[config.mk]
export PLATFORM = sky130hd
export DESIGN_NAME = mult_control_unit_flat
export DESIGN_NICKNAME = d
export VERILOG_FILES = /design/src/rtl/mult_control_unit_if.sv /design/src/rtl/mult_control_unit.sv /design/src/flat_wrapper.sv
export SDC_FILE = /design/constraint.sdc
export NUM_CORES = 1
export LEC_CHECK = 0
export ABC_AREA = 1
export ABC_CLOCK_PERIOD_IN_PS = 1800
export CAP_MARGIN = 20
export CORE_UTILIZATION = 45
export CTS_CLUSTER_SIZE = 10
export DETAILED_ROUTE_END_ITERATION = 7
export GPL_TIMING_DRIVEN = 0
export PLACE_DENSITY = 0.75
export SLEW_MARGIN = 20
export SYNTH_ARGS = -nofsm -noshare
export SYNTH_HDL_FRONTEND = slang
export SYNTH_SLANG_ARGS = --single-unit
[constraint.sdc]
create_clock -name Clk -period 1.8 [get_ports Clk]
set_input_delay 0.54 -clock Clk [delete_from_list [all_inputs] [get_ports Clk]]
set_output_delay 0.54 -clock Clk [all_outputs]
set_load 0.01 [all_outputs]
[src/rtl/mult_control_unit_if.sv]
// Button, bit-sense and strobe bundle between the multiplier sequencer and its datapath.
// The master side is the controller; the slave side is the datapath and button logic.
interface mult_control_unit_if #(
  parameter int CNT_W = 4
);
  logic             Run;
  logic             ClearA_LoadB;
  logic             M;
  logic             ClearXA;
  logic             LoadB;
  logic             Add;
  logic             Sub;
  logic             Shift;
  logic             Busy;
  logic             Done;
  logic [CNT_W-1:0] BitCnt;

  modport master (
    input  Run, ClearA_LoadB, M,
    output ClearXA, LoadB, Add, Sub, Shift, Busy, Done, BitCnt
  );

  modport slave (
    output Run, ClearA_LoadB, M,
    input  ClearXA, LoadB, Add, Sub, Shift, Busy, Done, BitCnt
  );
endinterface

[src/rtl/mult_control_unit.sv]
// Sequencer for the N-bit two's-complement shift-add multiplier: turns the Run and
// ClearA_LoadB buttons into clear/load/add/sub/shift strobes for the X:A:B datapath.
//
// state   | meaning
// --------+-----------------------------------------------------------
// S_IDLE  | waiting; ClearA_LoadB low clears X:A and loads S into B
// S_CLEAR | first busy cycle, clears X:A and restarts the bit counter
// S_ADD   | add S (or subtract on the sign bit) when multiplier LSB set
// S_SHIFT | arithmetic right shift of X:A:B, advance to next bit
// S_DONE  | product ready, held until Run is released
module mult_control_unit #(
  parameter int N     = 8,
  parameter int CNT_W = 4
) (
  input logic                 Clk,
  input logic                 Reset,
  mult_control_unit_if.master bus
);

  typedef enum logic [2:0] {
    S_IDLE,
    S_CLEAR,
    S_ADD,
    S_SHIFT,
    S_DONE
  } state_t;

  localparam logic [CNT_W-1:0] LAST_BIT = CNT_W'(N - 1);

  state_t           state;
  logic [CNT_W-1:0] bit_cnt;
  logic             run_prev;
  logic             clear_q;
  logic             add_q;
  logic             shift_q;
  logic             busy_q;
  logic             done_q;

  logic             idle;
  logic             start;
  logic             load_req;
  logic             last_bit;

  assign idle     = (state == S_IDLE);
  assign start    = idle & run_prev & ~bus.Run;
  assign last_bit = (bit_cnt == LAST_BIT);

  // Reset gates the IDLE load path so every strobe is low while Reset is held.
  assign load_req = Reset & idle & ~start & ~bus.ClearA_LoadB;

  assign bus.ClearXA = clear_q | load_req;
  assign bus.LoadB   = load_req;
  assign bus.Add     = add_q & bus.M & ~last_bit;
  assign bus.Sub     = add_q & bus.M & last_bit;
  assign bus.Shift   = shift_q;
  assign bus.Busy    = busy_q;
  assign bus.Done    = done_q;
  assign bus.BitCnt  = bit_cnt;

  always_ff @(posedge Clk or negedge Reset) begin
    if (!Reset) begin
      state    <= S_IDLE;
      bit_cnt  <= '0;
      run_prev <= 1'b0;
      clear_q  <= 1'b0;
      add_q    <= 1'b0;
      shift_q  <= 1'b0;
      busy_q   <= 1'b0;
      done_q   <= 1'b0;
    end else begin
      run_prev <= bus.Run;
      case (state)
        S_IDLE: begin
          if (start) begin
            state   <= S_CLEAR;
            clear_q <= 1'b1;
            busy_q  <= 1'b1;
          end
        end
        S_CLEAR: begin
          state   <= S_ADD;
          clear_q <= 1'b0;
          add_q   <= 1'b1;
          bit_cnt <= '0;
        end
        S_ADD: begin
          state   <= S_SHIFT;
          add_q   <= 1'b0;
          shift_q <= 1'b1;
        end
        S_SHIFT: begin
          shift_q <= 1'b0;
          if (last_bit) begin
            state  <= S_DONE;
            busy_q <= 1'b0;
            done_q <= 1'b1;
          end else begin
            state   <= S_ADD;
            add_q   <= 1'b1;
            bit_cnt <= bit_cnt + CNT_W'(1);
          end
        end
        S_DONE: begin
          // Run still held low keeps the result visible and cannot retrigger.
          if (bus.Run) begin
            state   <= S_IDLE;
            done_q  <= 1'b0;
            bit_cnt <= '0;
          end
        end
        default: begin
          state   <= S_IDLE;
          bit_cnt <= '0;
          clear_q <= 1'b0;
          add_q   <= 1'b0;
          shift_q <= 1'b0;
          busy_q  <= 1'b0;
          done_q  <= 1'b0;
        end
      endcase
    end
  end

endmodule
[src/flat_wrapper.sv]
// flat-port wrapper written by rule: the top's interface ports become plain ports
module mult_control_unit_flat 
#(
  parameter int N     = 8,
  parameter int CNT_W = 4
)
  (Clk, Reset, bus_Run, bus_ClearA_LoadB, bus_M, bus_ClearXA, bus_LoadB, bus_Add, bus_Sub, bus_Shift, bus_Busy, bus_Done, bus_BitCnt);
  mult_control_unit_if #(.CNT_W(CNT_W)) bus_i ();
  input logic Clk;
  input logic Reset;
  input wire logic [$bits(bus_i.Run)-1:0] bus_Run;
  input wire logic [$bits(bus_i.ClearA_LoadB)-1:0] bus_ClearA_LoadB;
  input wire logic [$bits(bus_i.M)-1:0] bus_M;
  output wire logic [$bits(bus_i.ClearXA)-1:0] bus_ClearXA;
  output wire logic [$bits(bus_i.LoadB)-1:0] bus_LoadB;
  output wire logic [$bits(bus_i.Add)-1:0] bus_Add;
  output wire logic [$bits(bus_i.Sub)-1:0] bus_Sub;
  output wire logic [$bits(bus_i.Shift)-1:0] bus_Shift;
  output wire logic [$bits(bus_i.Busy)-1:0] bus_Busy;
  output wire logic [$bits(bus_i.Done)-1:0] bus_Done;
  output wire logic [$bits(bus_i.BitCnt)-1:0] bus_BitCnt;
  assign bus_i.Run = bus_Run;
  assign bus_i.ClearA_LoadB = bus_ClearA_LoadB;
  assign bus_i.M = bus_M;
  assign bus_ClearXA = bus_i.ClearXA;
  assign bus_LoadB = bus_i.LoadB;
  assign bus_Add = bus_i.Add;
  assign bus_Sub = bus_i.Sub;
  assign bus_Shift = bus_i.Shift;
  assign bus_Busy = bus_i.Busy;
  assign bus_Done = bus_i.Done;
  assign bus_BitCnt = bus_i.BitCnt;
  mult_control_unit #(.N(N), .CNT_W(CNT_W)) u_core (.Clk(Clk), .Reset(Reset), .bus(bus_i));
endmodule
==> run summary <==
=====================================================================================
Status                                                                   finished with violations
Violations in the final reports                                          negative setup slack
Largest area contributor in the synthesized netlist                           dfrtp_1
Via count of the first global-routing pass                                        572
Data arrival time of the critical path                                        2100 ps
Startpoint Class                                                            flip-flop
# nets final                                                                      133
Post-Route Hold Slack                                                        144.6 ps
Area of the core region                                                      1350 µm²
Count of routing violations after the opening detailed-route iteration             17
Clock-pin slew of the registers on the worst-case setup and hold paths          80 ps
Number of placed instances, taps included                                         118
Power Density                                                             1514 nW/µm²
Maximum vdd ir drop                                                          910.8 µV
Most used cell along the critical path                                          buf_4
DRC Markers                                                                         0
Worst-case clock buffer depth                                                       2
Initial standard-cell utilization of the core                                  50.32%
Global-route wire length before repair                                        2394 µm
Least setup slack across all paths after layout                             -132.7 ps
CTS Hold Buffers Added                                                              0
Total die area                                                               1669 µm²
Largest cells by area after synthesis                                    dfrtp_1 48%, nand2_1 16%, nand3_1 7.4%, nor2_2 5.5%, inv_1 5.0%
Netlist area before placement                                               679.4 µm²
Later-pin clock latency in the skew report                                     270 ps
Maximum number of pins on one net before global-route repair                       15
Count of cell types in the netlist                                                 17
Finish-stage setup viols                                                            4
Warnings from Yosys                                                                 0
Number of primary I/O pins                                                         16
Total number of placement rows                                                     13
Top cell type's share of synthesized area                                      47.88%
Leak Pwr                                                                    0.5962 nW
GRT overflow                                                                        0
Critical path, cell by cell                                              nor2_4 -> inv_2 -> nor2_4 -> nand2_2 -> buf_4 -> buf_4 -> buf_4 -> buf_4 -> buf_4 -> buf_4 -> buf_4 -> buf_4 -> nand2_2 -> nor2_1
Worst slack at placement                                                     -1107 ps
Fin util                                                                       78.41%
FF+latch count, synth                                                              13
Initial antenna violation count                                                     0
Cell count after synthesis                                                         88
Fraction of layout cells with a size suffix above 1                            42.86%
Crit path buffers/inverters                                                         9
Avg Cell Area, Syn                                                          7.720 µm²
Via count normalized by instance count                                          4.887
Layout overhead on the synthesized area                                        55.80%
Non-Filler Instances                                                              141
Critical setup path kind                                                   reg -> reg
Clock sink total                                                                   13
Fmax                                                                        517.4 MHz
Share of the clock period used by the worst path                               107.4%
Endpoints failing hold                                                              0
Final routed wire length divided by cell count                               11.99 µm
Data required time of the critical path                                       1970 ps
Min-delay worst type                                                      in -> async
Critical Path End Type                                                      flip-flop
Slowest cell on the critical path                                             dfrtp_2
Number of nets in the synthesized netlist                                          94
H-tree lvl count                                                                    1
CP top delay family                                                      buffers and inverters
Global Route Usage Sum                                                         22.53%
Unrepaired setup endpoints after global routing                                   yes
Placer's final routability congestion estimate                                 0.8565
Number of buffers added by the clock tree synthesis step                            3
Slew at the pin with the worst max-slew slack                                320.1 ps
DR vias                                                                           689
Final routed wirelength across all metal layers                               1690 µm
Count of final max-slew check failures                                              0
Library cell used as clock root buffer                                       clkbuf_4
Headroom to the max-slew limit                                                 78.44%
Drt first pass iters                                                                4
Max-cap viol count                                                                  0
TritonCTS clock tree                                                             done
Crit Path Max Fanout                                                                2
Diodes inserted                                                                     0
Worst Clk Skew                                                               7.618 ps
Maximum single-stage delay on the critical path                                430 ps
Chip width                                                                   40.86 µm
Most common cell after layout, fill and taps aside                            nand2_1
Post-detailed-route count of antenna-violating nets                                 0
Final HPWL DP                                                                946.3 µm
Port bufs                                                                          15
Top library cells by usage in the layout, fill and taps aside            26 x nand2_1, 19 x buf_4, 9 x nand3_1, 8 x inv_1, 8 x dfrtp_1
Proportion of synthesized chip area in sequential cells                        47.88%
Final critical delay including setup and external delays                      1933 ps
Floorplan die height                                                         40.86 µm
=====================================================================================
[timing repair]
| action | CTS | global route |
|---|---|---|
| buffers inserted | 16 | 3 |
| pin swaps | 7 | 6 |
| resized for setup | 40 | 8 |
| setup endpoints to repair | 6 | 6 |
| endpoints found under the hold margin | 0 | 0 |
| cloned | 0 | 0 |
[layout make-up]
class	count	area, µm²
Multi-Input combinational cell	63	374.1
Sequential cell	13	331.6
Fill cell	97	291.5
Timing Repair Buffer	34	262.8
Inverter	12	45.04
Clock buffer	4	26.28
Tap cell	15	18.77
[through the flow]
step	TNS, ps	cell area (µm²)	total power (W)
floorplan	0	679.4	0.0009167
global placement	-3062	848.3	0.001149
detailed placement	-3149	848.3	0.001159
CTS	-248.5	1012	0.001531
global route	-584.8	1059	0.001724
finish	-335.1	1059	0.001602
[path summary, 6_finish.rpt]
path / startpoint / endpoint / slack [ps] / depth (start not counted)
max: u_core.state[1] / u_core.state[0] / -130 / 14
min in group Clk: u_core.clear_q / u_core.clear_q / 480 / 2
min: Reset / u_core.bus.BitCnt[2] / 140 / 1
max in group asynchronous: Reset / u_core.state[0] / 1390 / 1
min reg2reg: u_core.clear_q / u_core.clear_q / 480 / 2
max reg2reg: u_core.state[1] / u_core.state[0] / -130 / 14
[where the power goes]
part | internal (W) | switching, W
clock network | 0.0000858 | 0.0000936
logic | 0.000450 | 0.000475
registers | 0.000406 | 0.0000923
[state kept, by name, indices dropped and copies added, names as in the netlist]
register and cells:
u_core.add_q 1, u_core.bus.BitCnt 4, u_core.bus.Busy 1, u_core.bus.Done 1
u_core.bus.Shift 1, u_core.clear_q 1, u_core.run_prev 1, u_core.state 3
[cell families (layout without fill, tap and decap cells)]
family	count (synthesis)	in the layout	share of synthesized area, %
simple gates	57	57	39.41
flops	13	13	47.88
buf+inv	12	50	6.629
compound gates	5	5	4.235
fa+ha+maj	1	1	1.841
[layer usage]
metal	GRT usage, %	vias up	wire (µm)
met5	0	-	0
met4	10.00	0	14
met3	4.891	2	88
met2	34.77	23	796
met1	29.83	314	790
li1	-	350	-
[worst register-to-register path, delay by kind of cell, from the launching register on]
kind / cells / cell delay (ps)
flops: 1 / 430
buf+inv: 9 / 1020
simple gates: 5 / 380
[Yosys cell counts]
cell type  count
a21oi_1        1
dfrtp_1       13
ha_1           1
inv_1          9
inv_2          3
nand2_1       29
nand2_2        1
nand3_1       10
nand3_4        1
nand4_1        1
nor2_1         5
nor2_2         6
nor3_1         2
o21ai_0        3
o21ai_2        1
or2_1          1
or2_2          1
Note: power is estimated with default switching activity, not from simulation.
